**src/rtl/video_mode_sequencer.sv**
```systemverilog
// Video mode sequencer: debounces the analyzer's raw mode, then performs a
// blanked, muted HDMI resync around every committed mode change. Also owns
// HDMI bring-up after PLL lock and recovery after lock loss.
module video_mode_sequencer #(
    parameter int STABLE_FRAMES = 4,
    parameter int MUTE_FRAMES   = 2,
    parameter int RESET_CYCLES  = 16,
    parameter int FRAME_TIMEOUT = 1000000
) (
    input  logic       clk,
    input  logic       resetn,
    input  logic       pll_lock,
    input  logic       vs_n,
    input  logic [1:0] mode_in,
    output logic [1:0] mode_out,
    output logic       bypass,
    output logic       hdmi_reset,
    output logic       blank,
    output logic       busy
);

    localparam int FRAME_MAX = (STABLE_FRAMES > MUTE_FRAMES) ? STABLE_FRAMES : MUTE_FRAMES;
    localparam int FW        = $clog2(FRAME_MAX + 1);
    localparam int TW        = $clog2(FRAME_TIMEOUT + 1);
    localparam int RW        = $clog2(RESET_CYCLES + 1);

    localparam logic [FW-1:0] STABLE_N = FW'(STABLE_FRAMES);
    localparam logic [FW-1:0] MUTE_N   = FW'(MUTE_FRAMES);
    localparam logic [TW-1:0] TMO_LAST = TW'(FRAME_TIMEOUT - 1);
    localparam logic [RW-1:0] RST_LAST = RW'(RESET_CYCLES - 1);

    localparam logic [1:0] MODE_MONO = 2'd2;

    typedef enum logic [2:0] {
        S_WAIT_LOCK,
        S_RESET,
        S_BLANK_POST,
        S_RUN,
        S_DEBOUNCE,
        S_BLANK_PRE
    } state_t;

    state_t        state;
    state_t        state_nxt;
    logic [1:0]    mode_nxt;
    logic [1:0]    cand;
    logic [1:0]    cand_nxt;
    logic [FW-1:0] frame_cnt;
    logic [FW-1:0] frame_nxt;
    logic [FW-1:0] frame_up;
    logic [TW-1:0] tmo_cnt;
    logic [TW-1:0] tmo_nxt;
    logic [RW-1:0] rst_cnt;
    logic [RW-1:0] rst_nxt;
    logic          vs_n_p1;
    logic          frame_edge;
    logic          frame_tick;

    // Counters never wrap: they hold at all-ones.
    function automatic logic [FW-1:0] frame_inc(input logic [FW-1:0] v);
        return (&v) ? v : v + 1'b1;
    endfunction

    function automatic logic [TW-1:0] tmo_inc(input logic [TW-1:0] v);
        return (&v) ? v : v + 1'b1;
    endfunction

    function automatic logic [RW-1:0] rst_inc(input logic [RW-1:0] v);
        return (&v) ? v : v + 1'b1;
    endfunction

    // vsync delay stage; cleared on reset so no false edge follows reset
    always_ff @(posedge clk) begin
        if (!resetn) begin
            vs_n_p1 <= 1'b0;
        end else begin
            vs_n_p1 <= vs_n;
        end
    end

    // Frame edge is the falling edge of the active-low vsync.
    assign frame_edge = vs_n_p1 & ~vs_n;

    // Next-state, counter and mode-commit decisions; lock loss overrides all
    always_comb begin
        state_nxt  = state;
        mode_nxt   = mode_out;
        cand_nxt   = cand;
        frame_nxt  = frame_cnt;
        frame_up   = frame_inc(frame_cnt);
        tmo_nxt    = '0;
        rst_nxt    = '0;
        frame_tick = 1'b0;

        if (!pll_lock) begin
            state_nxt = S_WAIT_LOCK;
        end else begin
            case (state)
                S_WAIT_LOCK: begin
                    mode_nxt  = mode_in;
                    state_nxt = S_RESET;
                end

                S_RESET: begin
                    rst_nxt = rst_inc(rst_cnt);
                    if (rst_cnt >= RST_LAST) begin
                        state_nxt = S_BLANK_POST;
                    end
                end

                S_BLANK_POST, S_BLANK_PRE: begin
                    // A missing vsync is replaced by a synthetic frame edge so
                    // the blanked phases always finish.
                    frame_tick = frame_edge || (tmo_cnt >= TMO_LAST);
                    tmo_nxt    = frame_tick ? '0 : tmo_inc(tmo_cnt);
                    if (frame_tick) begin
                        frame_nxt = frame_up;
                        if (frame_up >= MUTE_N) begin
                            if (state == S_BLANK_PRE) begin
                                mode_nxt  = cand;
                                state_nxt = S_RESET;
                            end else begin
                                state_nxt = S_RUN;
                            end
                        end
                    end
                end

                S_RUN: begin
                    if (mode_in != mode_out) begin
                        cand_nxt  = mode_in;
                        frame_nxt = '0;
                        state_nxt = S_DEBOUNCE;
                    end
                end

                S_DEBOUNCE: begin
                    if (mode_in == mode_out) begin
                        state_nxt = S_RUN;
                    end else if (mode_in != cand) begin
                        cand_nxt  = mode_in;
                        frame_nxt = '0;
                    end else if (frame_edge) begin
                        frame_nxt = frame_up;
                        if (frame_up >= STABLE_N) begin
                            state_nxt = S_BLANK_PRE;
                        end
                    end
                end

                default: begin
                    state_nxt = S_WAIT_LOCK;
                end
            endcase
        end

        // Every state starts with fresh counters, so an edge that causes a
        // transition is never counted again in the state it enters.
        if (state_nxt != state) begin
            frame_nxt = '0;
            tmo_nxt   = '0;
            rst_nxt   = '0;
        end
    end

    // State register plus registered outputs derived from the next state
    always_ff @(posedge clk) begin
        if (!resetn) begin
            state      <= S_WAIT_LOCK;
            mode_out   <= '0;
            cand       <= '0;
            frame_cnt  <= '0;
            tmo_cnt    <= '0;
            rst_cnt    <= '0;
            bypass     <= 1'b0;
            hdmi_reset <= 1'b1;
            blank      <= 1'b1;
            busy       <= 1'b1;
        end else begin
            state      <= state_nxt;
            mode_out   <= mode_nxt;
            cand       <= cand_nxt;
            frame_cnt  <= frame_nxt;
            tmo_cnt    <= tmo_nxt;
            rst_cnt    <= rst_nxt;
            bypass     <= (mode_nxt == MODE_MONO);
            hdmi_reset <= (state_nxt == S_WAIT_LOCK) || (state_nxt == S_RESET);
            blank      <= !((state_nxt == S_RUN) || (state_nxt == S_DEBOUNCE));
            busy       <= (state_nxt != S_RUN);
        end
    end

endmodule

```
**config.mk**
```make
export PLATFORM = sky130hd
export DESIGN_NAME = video_mode_sequencer
export DESIGN_NICKNAME = d
export VERILOG_FILES = /design/src/rtl/video_mode_sequencer.sv
export SDC_FILE = /design/constraint.sdc
export NUM_CORES = 1
export LEC_CHECK = 0
export BUFFER_PORTS_ARGS = -buffer_cell sky130_fd_sc_hd__buf_4
export CORE_UTILIZATION = 35
export CTS_CLUSTER_DIAMETER = 200
export DETAILED_ROUTE_END_ITERATION = 8
export GPL_TIMING_DRIVEN = 0
export PLACE_DENSITY = 0.62
export SYNTH_ARGS = -nofsm -noshare
export SYNTH_HDL_FRONTEND = slang
export SYNTH_SLANG_ARGS = --single-unit
```
**constraint.sdc**
```tcl
create_clock -name clk -period 2.3 [get_ports clk]
set_input_delay 0.115 -clock clk [delete_from_list [all_inputs] [get_ports clk]]
set_output_delay 0.115 -clock clk [all_outputs]
set_load 0.02 [all_outputs]
```
Yosys cells after proc, flatten, opt, wreduce, memory -nomap -nowiden
Index checks and enable logic that the tools add are counted.
{"block": "classes", "addsub": 3, "multipliers": 0, "div": 0, "magnitude_cmp": 4, "eq_ne": 19, "shift": 0, "muxes": 27, "n_bitwise": 6, "reduce_logical": 17}
{"op": "2-to-1 mux 3 bit", "count": 15}
{"op": "adder 20 x 1 -> 20 bit (second input constant)", "count": 1}
{"op": "greater-or-equal comparator 20 bit (second input constant)", "count": 1}
{"op": "AND reduction 20 bit", "count": 1}
{"op": "2-to-1 mux 2 bit", "count": 8}
{"op": "case mux 3 bit (5 select lines)", "count": 1}
{"op": "AND reduction 5 bit", "count": 2}
{"op": "== test 3 x 2 -> 1 bit (second input constant)", "count": 3}
{"op": "== test 3 bit (second input constant)", "count": 3}
{"op": "case mux 3 bit (3 select lines)", "count": 1}
{"op": "inequality test 2 bit (second input constant)", "count": 4}
{"op": "case mux 2 bit (2 select lines)", "count": 2}
{"op": "== test 3 x 1 -> 1 bit (second input constant)", "count": 2}
{"op": "logical NOT 3 bit", "count": 2}
{"op": "AND reduction 6 bit", "count": 1}
{"op": "adder 5 x 1 -> 5 bit (second input constant)", "count": 1}
{"op": "greater-or-equal comparator 5 x 4 -> 1 bit (second input constant)", "count": 1}
{"op": "inverter 1 bit", "count": 5}
{"op": "OR reduction 5 bit", "count": 1}
{"op": "inequality test 2 bit", "count": 2}
{"op": "OR reduction 2 bit", "count": 2}
{"op": "OR reduction 4 bit", "count": 1}
{"op": "adder 3 x 1 -> 3 bit (second input constant)", "count": 1}
{"op": "greater-or-equal comparator 3 x 2 -> 1 bit (second input constant)", "count": 1}
{"op": "other kinds (12)", "count": 14}
{"block": "totals", "regBits": 40, "latchBits": 0, "mem_bits_rw": 0, "rom_bits": 0, "inputBits": 6, "output_inout_bits": 6, "word_cells": 87, "mem_count": 0}

Longest topological paths before layout
Gate-level depths: netlist of the first run.
{"block": "logic_depth", "ltp_word": 12, "depth_mapped": 10, "ltp_nobuf": 9}

Worst setup path before layout of the first run
OpenSTA, ideal clock, no wires.
{"block": "synth_path", "kind": "reg-to-reg", "from": "register rst_cnt[0]", "to": "register tmo_cnt[19]", "arrival_time_ns": 2.074, "required_ns": 2.212, "setup_slack_ns": 0.138, "stages_incl_launch_ff": 11, "path_buffers": 1, "path_cell_list": "dfxtp_1 -> ha_1 -> and3_1 -> ha_1 -> nor3_1 -> a21oi_1 -> a221oi_1 -> o31a_1 -> nand4_1 -> buf_2 -> a311oi_2"}
{"block": "synth_via", "elab_chain_len": 6}
{"element": "start, declared", "line": "53", "text": "logic [RW-1:0] rst_cnt;"}
{"element": "start signal, assigned", "line": "185", "text": "rst_cnt <= rst_nxt;"}
{"element": "greater-or-equal comparator 5 x 4 -> 1 bit", "line": "106", "text": "if (rst_cnt >= RST_LAST) begin"}
{"element": "2-to-1 mux 3 bit", "line": "106"}
{"element": "case mux 3 bit (5 select lines)", "line": "98", "text": "case (state)"}
{"element": "2-to-1 mux 3 bit", "line": "95", "text": "if (!pll_lock) begin"}
{"element": "inequality test 3 bit", "line": "159", "text": "if (state_nxt != state) begin"}
{"element": "OR reduction 5 bit (no source line)"}
{"element": "end signal, assigned", "line": "184", "text": "tmo_cnt <= tmo_nxt;"}
{"element": "end, declared", "line": "51", "text": "logic [TW-1:0] tmo_cnt;"}
Every way passes these cells.
A chain may end at the register's enable or synchronous reset.

Worst setup path after layout of the first run
{"block": "layout_path", "from": "register rst_cnt[0]", "to": "register tmo_cnt[7]"}
Same word-level chain as after synthesis.

==> metrics.md, run 1 <==
| Metric | Value |
|---|---|
| CP Launch Type | `flop` |
| Top routing layer used | `met4` |
| Chip width | `81.2 µm` |
| Peak supply drop | `0.000270 V` |
| Final hold slack | `26.4 ps` |
| GRT Util Overall | `0.152` |
| Ys flop type | `dfxtp_1` |
| Input/output buffers | `10` |
| Slew Limit Headroom | `0.561` |
| Post-synth cell types | `50` |
| Final hold vios | `0` |
| Seq/Total Area, Yosys | `0.365` |
| Total CTS buffers | `5` |
| Worst Tran Pin Value | `650 ps` |
| Routed WL | `4680 µm` |
| Pre-antenna DRT Iters | `4` |
| Vias in the first global route | `1772` |
| Met3 WL | `182 µm` |
| Final Slew Violations | `0` |
| Yosys Warn Count | `0` |
| Clock Sinks | `40` |
| Hold-fix buffers at CTS | `0` |
| Clock latency on the worst-skew pair | `300 ps` |
| LEAKAGE | `0.906 nW` |
| I/O pins | `12` |
| Max cap viols | `0` |
| Initial DRC count | `80` |
| Die height | `81.2 µm` |
| CP arrival | `2470 ps` |
| Final GP Congestion | `0.824` |
| Crit share post-route | `0.972` |
| Number of vias per cell | `5.23` |
| Post-Place Cells | `353` |
| Largest family of logic cells by synthesized area | `simple AND/OR/NAND/NOR gates` |
| First-pass GRT wire length | `7780 µm` |
| Xor/xnor cell area share of the yosys netlist | `0.104` |
| Largest net degree at the start of global routing | `13` |
| Final instance area | `2670 µm²` |
| Clk slew on worst S/H paths | `80 ps` |
| # setup viols final | `0` |
| Initial Util | `0.366` |
| Layout area overhead | `21.7%` |
| Met2 wire len | `2310 µm` |
| Fraction of registers with async set/reset | `0` |
| Drt drc | `0` |
| Post-Synth Adder-Cell Area | `0.0285` |
| Synth Area in Compound Gates | `0.154` |
| Total grt overflow | `0` |
| Synthesized area | `2190 µm²` |
| Crit-path max FO | `5` |
| Reg area | `806 µm²` |
| Fin nets | `301` |
| Mean Syn Cell Area | `8.18 µm²` |
| # H-tree levels | `2` |
| Non-Filler Instances | `366` |
| Multiplexer share of the synthesized area | `0.0228` |
| Number of enable flip-flop cells after synthesis | `0` |
| Post-synthesis register bit count | `40` |
| PwrDens | `527 nW/µm²` |
| TritonCTS clock tree | `done` |
| Filler instances | `588` |
| Die area | `6590 µm²` |
| Crit. End Element | `flop` |
| RSZ-0062 raised after global routing | `yes` |
| Crit Path Class | `reg2reg` |
| Standard-cell rows | `28` |
| Routed WL per cell | `12.8 µm` |
| Min cycle time layout | `2240 ps` |
| Footprint of the multi-input gates | `1440 µm²` |
| Initial antenna violation count | `0` |
| Post-Synth Simple-Gate Area | `0.297` |
| Met1 Wirelength | `2150 µm` |
| Routed Antenna Nets | `0` |
| Post-Synthesis Cells | `268` |
| CP required | `2540 ps` |
| ANT cells | `0` |
| Placed cell area | `2360 µm²` |
| Worst Hold Class | `in2reg` |
| DP Wirelength | `3320 µm` |
| Clock root cell | `clkbuf_8` |
| Layout cell share with drive strength beyond 1 | `0.189` |
| Layout Skew | `4.05 ps` |
| Core area | `5990 µm²` |
| Clk buf depth | `2` |
| Via count | `1913` |
| Fmax | `0.447 GHz` |
| Synth Net Count | `279` |
| Outcome | `finished clean` |
flip-flops by register name (all words and copies together), names as in the netlist:
name / cells
frame_cnt: 3
blank: 1
state: 3
cand: 2
hdmi_reset: 1
bypass: 1
vs_n_p1: 1
busy: 1
mode_out: 2
tmo_cnt: 20
rst_cnt: 5
cell usage in the layout, fill, tap and decap left out, types with 8 or more instances in the layout:
cell	synthesis	final
nand2_1	21	21
buf_4	0	15
a21oi_1	12	11
nor3_1	13	12
xor2_1	8	8
nor2_1	44	36
xnor2_1	18	18
inv_1	8	8
nand4_1	8	8
dfxtp_1	40	38
nand3_1	11	11
synthesized netlist by cell type, types with 3 or more instances:
cell	number	area share
nand3_1	11	0.025
dfxtp_1	40	0.37
o21ai_0	4	0.0091
xor2_1	8	0.032
o211ai_1	3	0.010
inv_1	8	0.014
and3_1	4	0.011
nand2b_1	7	0.020
nand2_1	21	0.036
xnor2_1	18	0.072
and2_1	7	0.020
clkbuf_1	5	0.0086
nor2_1	44	0.075
a21oi_1	12	0.027
a211o_1	3	0.012
ha_1	5	0.029
or3_1	3	0.0086
nor3_1	13	0.030
nand4_1	8	0.023
mux2i_1	5	0.023
layout make-up:
| cell class | instances | share of cell area |
|---|---|---|
| timing repair buffer | 16 | 0.0464 |
| buffer | 7 | 0.0178 |
| inverter | 8 | 0.0113 |
| sequential | 40 | 0.302 |
| tap | 75 | 0.0352 |
| clock buffer | 7 | 0.0361 |
| clock inverter | 1 | 0.0113 |
| multi-input combinational | 212 | 0.540 |
cell families (layout without fill, tap and decap cells):
kind of cell	after synthesis	count (layout)
compound gates	47	47
xor+xnor	26	26
fa+ha+maj	5	5
buf+inv	16	39
flops	40	40
mux	5	5
simple gates	129	129
layer usage:
metal | GRT usage | up-vias
met4 | 0.0536 | 0
li1 | - | 994
met5 | 0 | -
met1 | 0.185 | 877
met3 | 0.0337 | 5
met2 | 0.262 | 37
timing repair:
action | in CTS | in global routing
setup buffers | 0 | 5
resized for setup | 5 | 33
pin swaps | 2 | 8
gates cloned | 0 | 1
setup endpoints to repair | 20 | 23
stage by stage:
stage | setup slack [ps] | power [W] | utilization | TNS, ps
floorplan | 138 | 0.000763 | - | 0
detailed placement | -121 | 0.000788 | 0.394 | -556
CTS | 0.0657 | 0.00142 | 0.420 | 0
global placement | -95.8 | 0.000789 | 0.394 | -204
finish | 65.0 | 0.00141 | 0.445 | 0
global route | -56.0 | 0.00146 | 0.445 | -469
worst paths after layout:
kind	startpoint	endpoint	slack, ps	cells after the start
worst max-delay path	rst_cnt[0]$_SDFFE_PP0N_	tmo_cnt[7]$_SDFFE_PP0N_	60	11
worst min-delay path	vs_n	vs_n_p1$_SDFF_PN0_	30	2
worst max register to register	rst_cnt[0]$_SDFFE_PP0N_	tmo_cnt[7]$_SDFFE_PP0N_	60	11
worst min register to register	tmo_cnt[1]$_SDFFE_PP0N_	tmo_cnt[1]$_SDFFE_PP0N_	530	2
worst max-delay path, cell delays in order, from the launching register on:
cell	delay (ps)
dfxtp_4	370
ha_4	160
and3_4	190
ha_4	160
nor3_4	130
a21oi_2	100
a221oi_2	310
o31a_1	230
nand4_1	130
buf_4	190
buf_6	130
nor2_2	90
power breakdown:
group / leakage [nW] / internal [W] / switching, W
registers: 0.325 / 0.000696 / 0.00000592
logic: 0.517 / 0.0000303 / 0.0000446
clock network: 0.0645 / 0.000383 / 0.000246
Power figures use the tool's default switching activity.
==> run 2: changes to the inputs <==
PLACE_DENSITY = 0.61   (was 0.62)
==> metrics.md, run 2 (same netlist as run 1, synthesis figures left out) <==
| Metric | Value |
|---|---|
| Core area | `5990 µm²` |
| # setup viols final | `3` |
| First-pass GRT wire length | `7850 µm` |
| Clock Sinks | `40` |
| Chip width | `81.2 µm` |
| Max FFs per register | `20` |
| Largest net degree at the start of global routing | `13` |
| Final hold vios | `0` |
| Clk buf depth | `2` |
| Input/output buffers | `10` |
| Final instance area | `2610 µm²` |
| Total grt overflow | `0` |
| Layout cell share with drive strength beyond 1 | `0.161` |
| Crit share post-route | `1.03` |
| Total CTS buffers | `5` |
| Peak supply drop | `0.000223 V` |
| Met1 Wirelength | `2190 µm` |
| Initial DRC count | `138` |
| I/O pins | `12` |
| Commonest non-fill, non-tap cells in the layout | `nor2_1, dfxtp_1, nand2_1` |
| GRT Util Overall | `0.154` |
| # H-tree levels | `2` |
| Internal | `0.00105 W` |
| NetSw | `0.000293 W` |
| Fmax | `0.422 GHz` |
| Clock share of power | `0.420` |
| Initial antenna violation count | `0` |
| CP Launch Type | `flop` |
| Clock latency on the worst-skew pair | `290 ps` |
| Outcome | `finished with violations` |
| Die height | `81.2 µm` |
| Slew Limit Headroom | `0.616` |
| Comb power frac | `0.056` |
| CP required | `2510 ps` |
| Vias in the first global route | `1769` |
| CP arrival | `2580 ps` |
| Setup ws final | `-69.0 ps` |
| Most common cell after layout, fill and taps aside | `nor2_1` |
| Top flop regs | `tmo_cnt x20, rst_cnt x5` |
| Non-Filler Instances | `367` |
| Worst Tran Pin Value | `575 ps` |
| Met3 WL | `233 µm` |
| Crit. End Element | `flop` |
| Standard-cell rows | `28` |
| Clk slew on worst S/H paths | `80 ps` |
| Routed Antenna Nets | `0` |
| Drt drc | `0` |
| Met2 wire len | `2440 µm` |
| Setup TNS | `-108 ps` |
| Filler instances | `624` |
| Top routing layer used | `met4` |
| Layout Skew | `9.08 ps` |
| Reg area | `803 µm²` |
| Fin nets | `302` |
| DP Wirelength | `3380 µm` |
| Final GP Congestion | `0.876` |
| Min cycle time layout | `2370 ps` |
| Pre-antenna DRT Iters | `4` |
| Hold-fix buffers at CTS | `0` |
| Reg power frac | `0.524` |
| Switching Share | `0.219` |
| Post-Place Cells | `353` |
| Routed WL per cell | `13.3 µm` |
| Layout area overhead | `18.9%` |
| Clock root cell | `clkbuf_8` |
| PwrDens | `515 nW/µm²` |
| Max cap viols | `0` |
| Initial Util | `0.366` |
| Failing checks | `negative setup slack` |
| RSZ-0062 raised after global routing | `yes` |
| ANT cells | `0` |
| TritonCTS clock tree | `done` |
| Footprint of the multi-input gates | `1400 µm²` |
| Placed cell area | `2360 µm²` |
| Largest Register | `tmo_cnt` |
| Number of vias per cell | `5.41` |
| LEAKAGE | `0.899 nW` |
| Crit Path Class | `reg2reg` |
| Final Slew Violations | `0` |
| Via count | `1986` |
| Die area | `6590 µm²` |
| Routed WL | `4900 µm` |
| Crit-path max FO | `5` |
| Worst Hold Class | `in2reg` |
==> run 2: cell types whose count changed in the layout (fill, tap and decap cells not counted), sizes merged <==
cell / previous run / this run
clkbuf: 12 / 11
buf: 18 / 19
clkinv: 0 / 1
==> run 2: path summary, 6_finish.rpt <==
kind,startpoint,end,slack [ps],cells past startpoint
worst min-delay path,vs_n,vs_n_p1$_SDFF_PN0_,30,2
worst max-delay path,rst_cnt[0]$_SDFFE_PP0N_,tmo_cnt[19]$_SDFFE_PP0N_,-70,11
worst min register to register,frame_cnt[2]$_SDFFE_PP0P_,frame_cnt[2]$_SDFFE_PP0P_,530,2
worst max register to register,rst_cnt[0]$_SDFFE_PP0N_,tmo_cnt[19]$_SDFFE_PP0N_,-70,11
==> run 2: stage by stage <==
step | setup WS [ps] | power [W] | util | hold slack [ps]
6_report | -69.0 | 0.00134 | 0.435 | 31.8
5_1_grt | -156 | 0.00140 | 0.435 | 32.8
4_1_cts | -15.7 | 0.00136 | 0.417 | 24.8
3_5_place_dp | -131 | 0.000789 | 0.394 | 334
3_3_place_gp | -125 | 0.000789 | 0.394 | 336
2_1_floorplan | 138 | 0.000763 | - | 237
==> run 2: timing repair <==
| action | CTS | global route |
|---|---|---|
| gates cloned | 0 | 2 |
| setup buffers | 0 | 5 |
| resized for setup | 6 | 20 |
| setup endpoints to repair | 20 | 23 |
| pin swaps | 2 | 7 |
==> run 2: layout make-up <==
cell class | instances | share of cell area
multi-input cells | 212 | 0.536
flip-flops and latches | 40 | 0.308
repair buffers | 17 | 0.0509
well taps | 75 | 0.0360
clock buffers | 6 | 0.0278
plain buffers | 7 | 0.0168
clock inverters | 2 | 0.0134
inverters | 8 | 0.0115
==> run 2: layer usage <==
layer  vias to the layer above  GRT usage
li1                        999          -
met1                       932      0.191
met5                         -          0
met4                         0     0.0375
met2                        51      0.261
met3                         4     0.0438
==> run 2: power groups by stage <==
stage / Combinational, W / Sequential, W / Clock (W)
4_1_cts: 0.0000703 / 0.000703 / 0.000589
6_report: 0.0000749 / 0.000704 / 0.000564
5_1_grt: 0.0000817 / 0.000704 / 0.000617
3_5_place_dp: 0.0000690 / 0.000720 / 0
3_3_place_gp: 0.0000694 / 0.000720 / 0
2_1_floorplan: 0.0000416 / 0.000722 / 0
==> run 2: worst max-delay path: stages (launching register included) <==
cell	delay (ps)
dfxtp_2	350
ha_4	160
and3_4	190
ha_4	160
nor3_4	190
a21oi_2	90
a221oi_2	330
o31a_1	230
nand4_1	120
buf_6	160
buf_6	130
a311oi_2	170
==> run 3: changes to the inputs <==
CTS_BUF_LIST = sky130_fd_sc_hd__clkbuf_16   (was unset)
PLACE_DENSITY = 0.6   (was 0.61)
clock period = 2.9 ns   (was 2.3 ns; I/O delays follow)
==> metrics.md, run 3 (same netlist as run 1, synthesis figures left out) <==
| Metric | Value |
|---|---|
| Total CTS buffers | `5` |
| Max FFs per register | `20` |
| Layout cell share with drive strength beyond 1 | `0.102` |
| LEAKAGE | `0.859 nW` |
| CP required | `3100 ps` |
| Setup bufs post-CTS | `0` |
| Via count | `1892` |
| Post-CTS resize count | `0` |
| Initial Util | `0.366` |
| NetSw | `0.000253 W` |
| Worst Hold Class | `in2reg` |
| Max cap viols | `0` |
| Final hold vios | `0` |
| Clock latency on the worst-skew pair | `280 ps` |
| Standard-cell rows | `28` |
| Outcome | `finished clean` |
| Final GP Congestion | `0.770` |
| RSZ-0062 raised after global routing | `no` |
| Switching Share | `0.222` |
| CP dominant cell by count | `ha_1` |
| Layout area overhead | `14.0%` |
| Internal | `0.000887 W` |
| Worst Tran Pin Value | `646 ps` |
| # H-tree levels | `2` |
| Number of vias per cell | `5.26` |
| Layout Skew | `6.16 ps` |
| Input/output buffers | `10` |
| I/O pins | `12` |
| Largest Register | `tmo_cnt` |
| Crit-path slowest cell | `a221oi_1` |
| Final Slew Violations | `0` |
| Routed Antenna Nets | `0` |
| Min cycle time layout | `2460 ps` |
| Clk buf depth | `2` |
| TritonCTS clock tree | `done` |
| Top flop regs | `tmo_cnt x20, rst_cnt x5` |
| CP Launch Type | `flop` |
| R2r worst-path depth | `10` |
| Hold-fix buffers at CTS | `0` |
| Routed WL per cell | `12.5 µm` |
| CP arrival | `2660 ps` |
| First-pass GRT wire length | `7600 µm` |
| # setup viols final | `0` |
| Routed WL | `4490 µm` |
| Commonest non-fill, non-tap cells in the layout | `nor2_1, dfxtp_1, nand2_1` |
| Fin nets | `296` |
| Vias in the first global route | `1721` |
| Crit-path max FO | `10` |
| PwrDens | `456 nW/µm²` |
| Most common cell after layout, fill and taps aside | `nor2_1` |
| Clock share of power | `0.462` |
| Clk slew on worst S/H paths | `60 ps` |
| DP Wirelength | `3380 µm` |
| Clock Sinks | `40` |
| Die height | `81.2 µm` |
| Total grt overflow | `0` |
| Post-layout util | `0.417` |
| Drt drc | `0` |
| Die area | `6590 µm²` |
| Clock root cell | `clkbuf_16` |
| Reg power frac | `0.490` |
| Chip width | `81.2 µm` |
| Initial antenna violation count | `0` |
| Crit. End Element | `flop` |
| Max stage delay on crit path | `410 ps` |
| Core area | `5990 µm²` |
| Worst path cell trace | `ha_1, and3_1, ha_1, nor3_1, a21oi_1, a221oi_1, o31a_1, nand4_1, buf_2, a311oi_2` |
| Crit share post-route | `0.849` |
| Setup TNS | `0 ps` |
| Initial DRC count | `76` |
| Comb power frac | `0.048` |
| Peak supply drop | `0.000205 V` |
| Filler instances | `633` |
| Crit Path Class | `reg2reg` |
| Pre-antenna DRT Iters | `4` |
| GRT Util Overall | `0.149` |
| Fmax | `0.406 GHz` |
| ANT cells | `0` |
| Largest net degree at the start of global routing | `13` |
| WHS Path Cells | `2` |
| Slew Limit Headroom | `0.564` |
-- run 3: cell count changes in the layout (fill, tap and decap cells not counted), sizes merged --
cell	delta
clkinvlp	+1
buf	-7
bufinv	-1
-- run 3: power by group through the flow --
stage | sequential (W) | clock, W | combinational, W
4_1_cts | 0.000559 | 0.000549 | 0.0000546
3_5_place_dp | 0.000571 | 0 | 0.0000544
5_1_grt | 0.000559 | 0.000572 | 0.0000599
3_3_place_gp | 0.000571 | 0 | 0.0000546
6_report | 0.000559 | 0.000526 | 0.0000552
2_1_floorplan | 0.000572 | 0 | 0.0000330
-- run 3: area by class of cell --
class,instances,area [µm²],area share
flip-flops and latches,40,801,0.320
plain buffers,8,33.8,0.0135
clock inverters,2,12.5,0.00501
repair buffers,10,75.1,0.0300
inverters,8,30.0,0.0120
clock buffers,5,125,0.0501
well taps,75,93.8,0.0375
multi-input cells,212,1330,0.532
-- run 3: layer usage --
layer / GRT usage / wire, µm
met4: 0.0750 / 116
met2: 0.256 / 2150
met3: 0.0315 / 175
met5: 0 / 0
met1: 0.174 / 2050
-- run 3: worst paths after layout --
path                               to  slack [ps]               startpoint
max reg2reg  tmo_cnt[19]$_SDFFE_PP0N_         440  rst_cnt[0]$_SDFFE_PP0N_
min reg2reg   tmo_cnt[1]$_SDFFE_PP0N_         520  tmo_cnt[1]$_SDFFE_PP0N_
min                vs_n_p1$_SDFF_PN0_          70                     vs_n
max          tmo_cnt[19]$_SDFFE_PP0N_         440  rst_cnt[0]$_SDFFE_PP0N_
-- run 3: critical path: cells and delay by family, from the launching register on --
family	cells	cell delay, ps
AOI/OAI and AO/OA	4	950
and+or+nand+nor	3	490
adders and majority gates	2	380
DFF	1	340
buffers and inverters	1	220
-- run 3: through the flow --
step                cell area, µm²  hold WS (ps)  std cells  worst slack [ps]  total power, W
finish                        2500          74.3        360               439         0.00114
global route                  2500          75.0        360               197         0.00119
CTS                           2500          67.2        360               422         0.00116
detailed placement            2360           363        353               425        0.000625
global placement              2360           362        353               441        0.000625
floorplan                     2190           267        268               738        0.000605
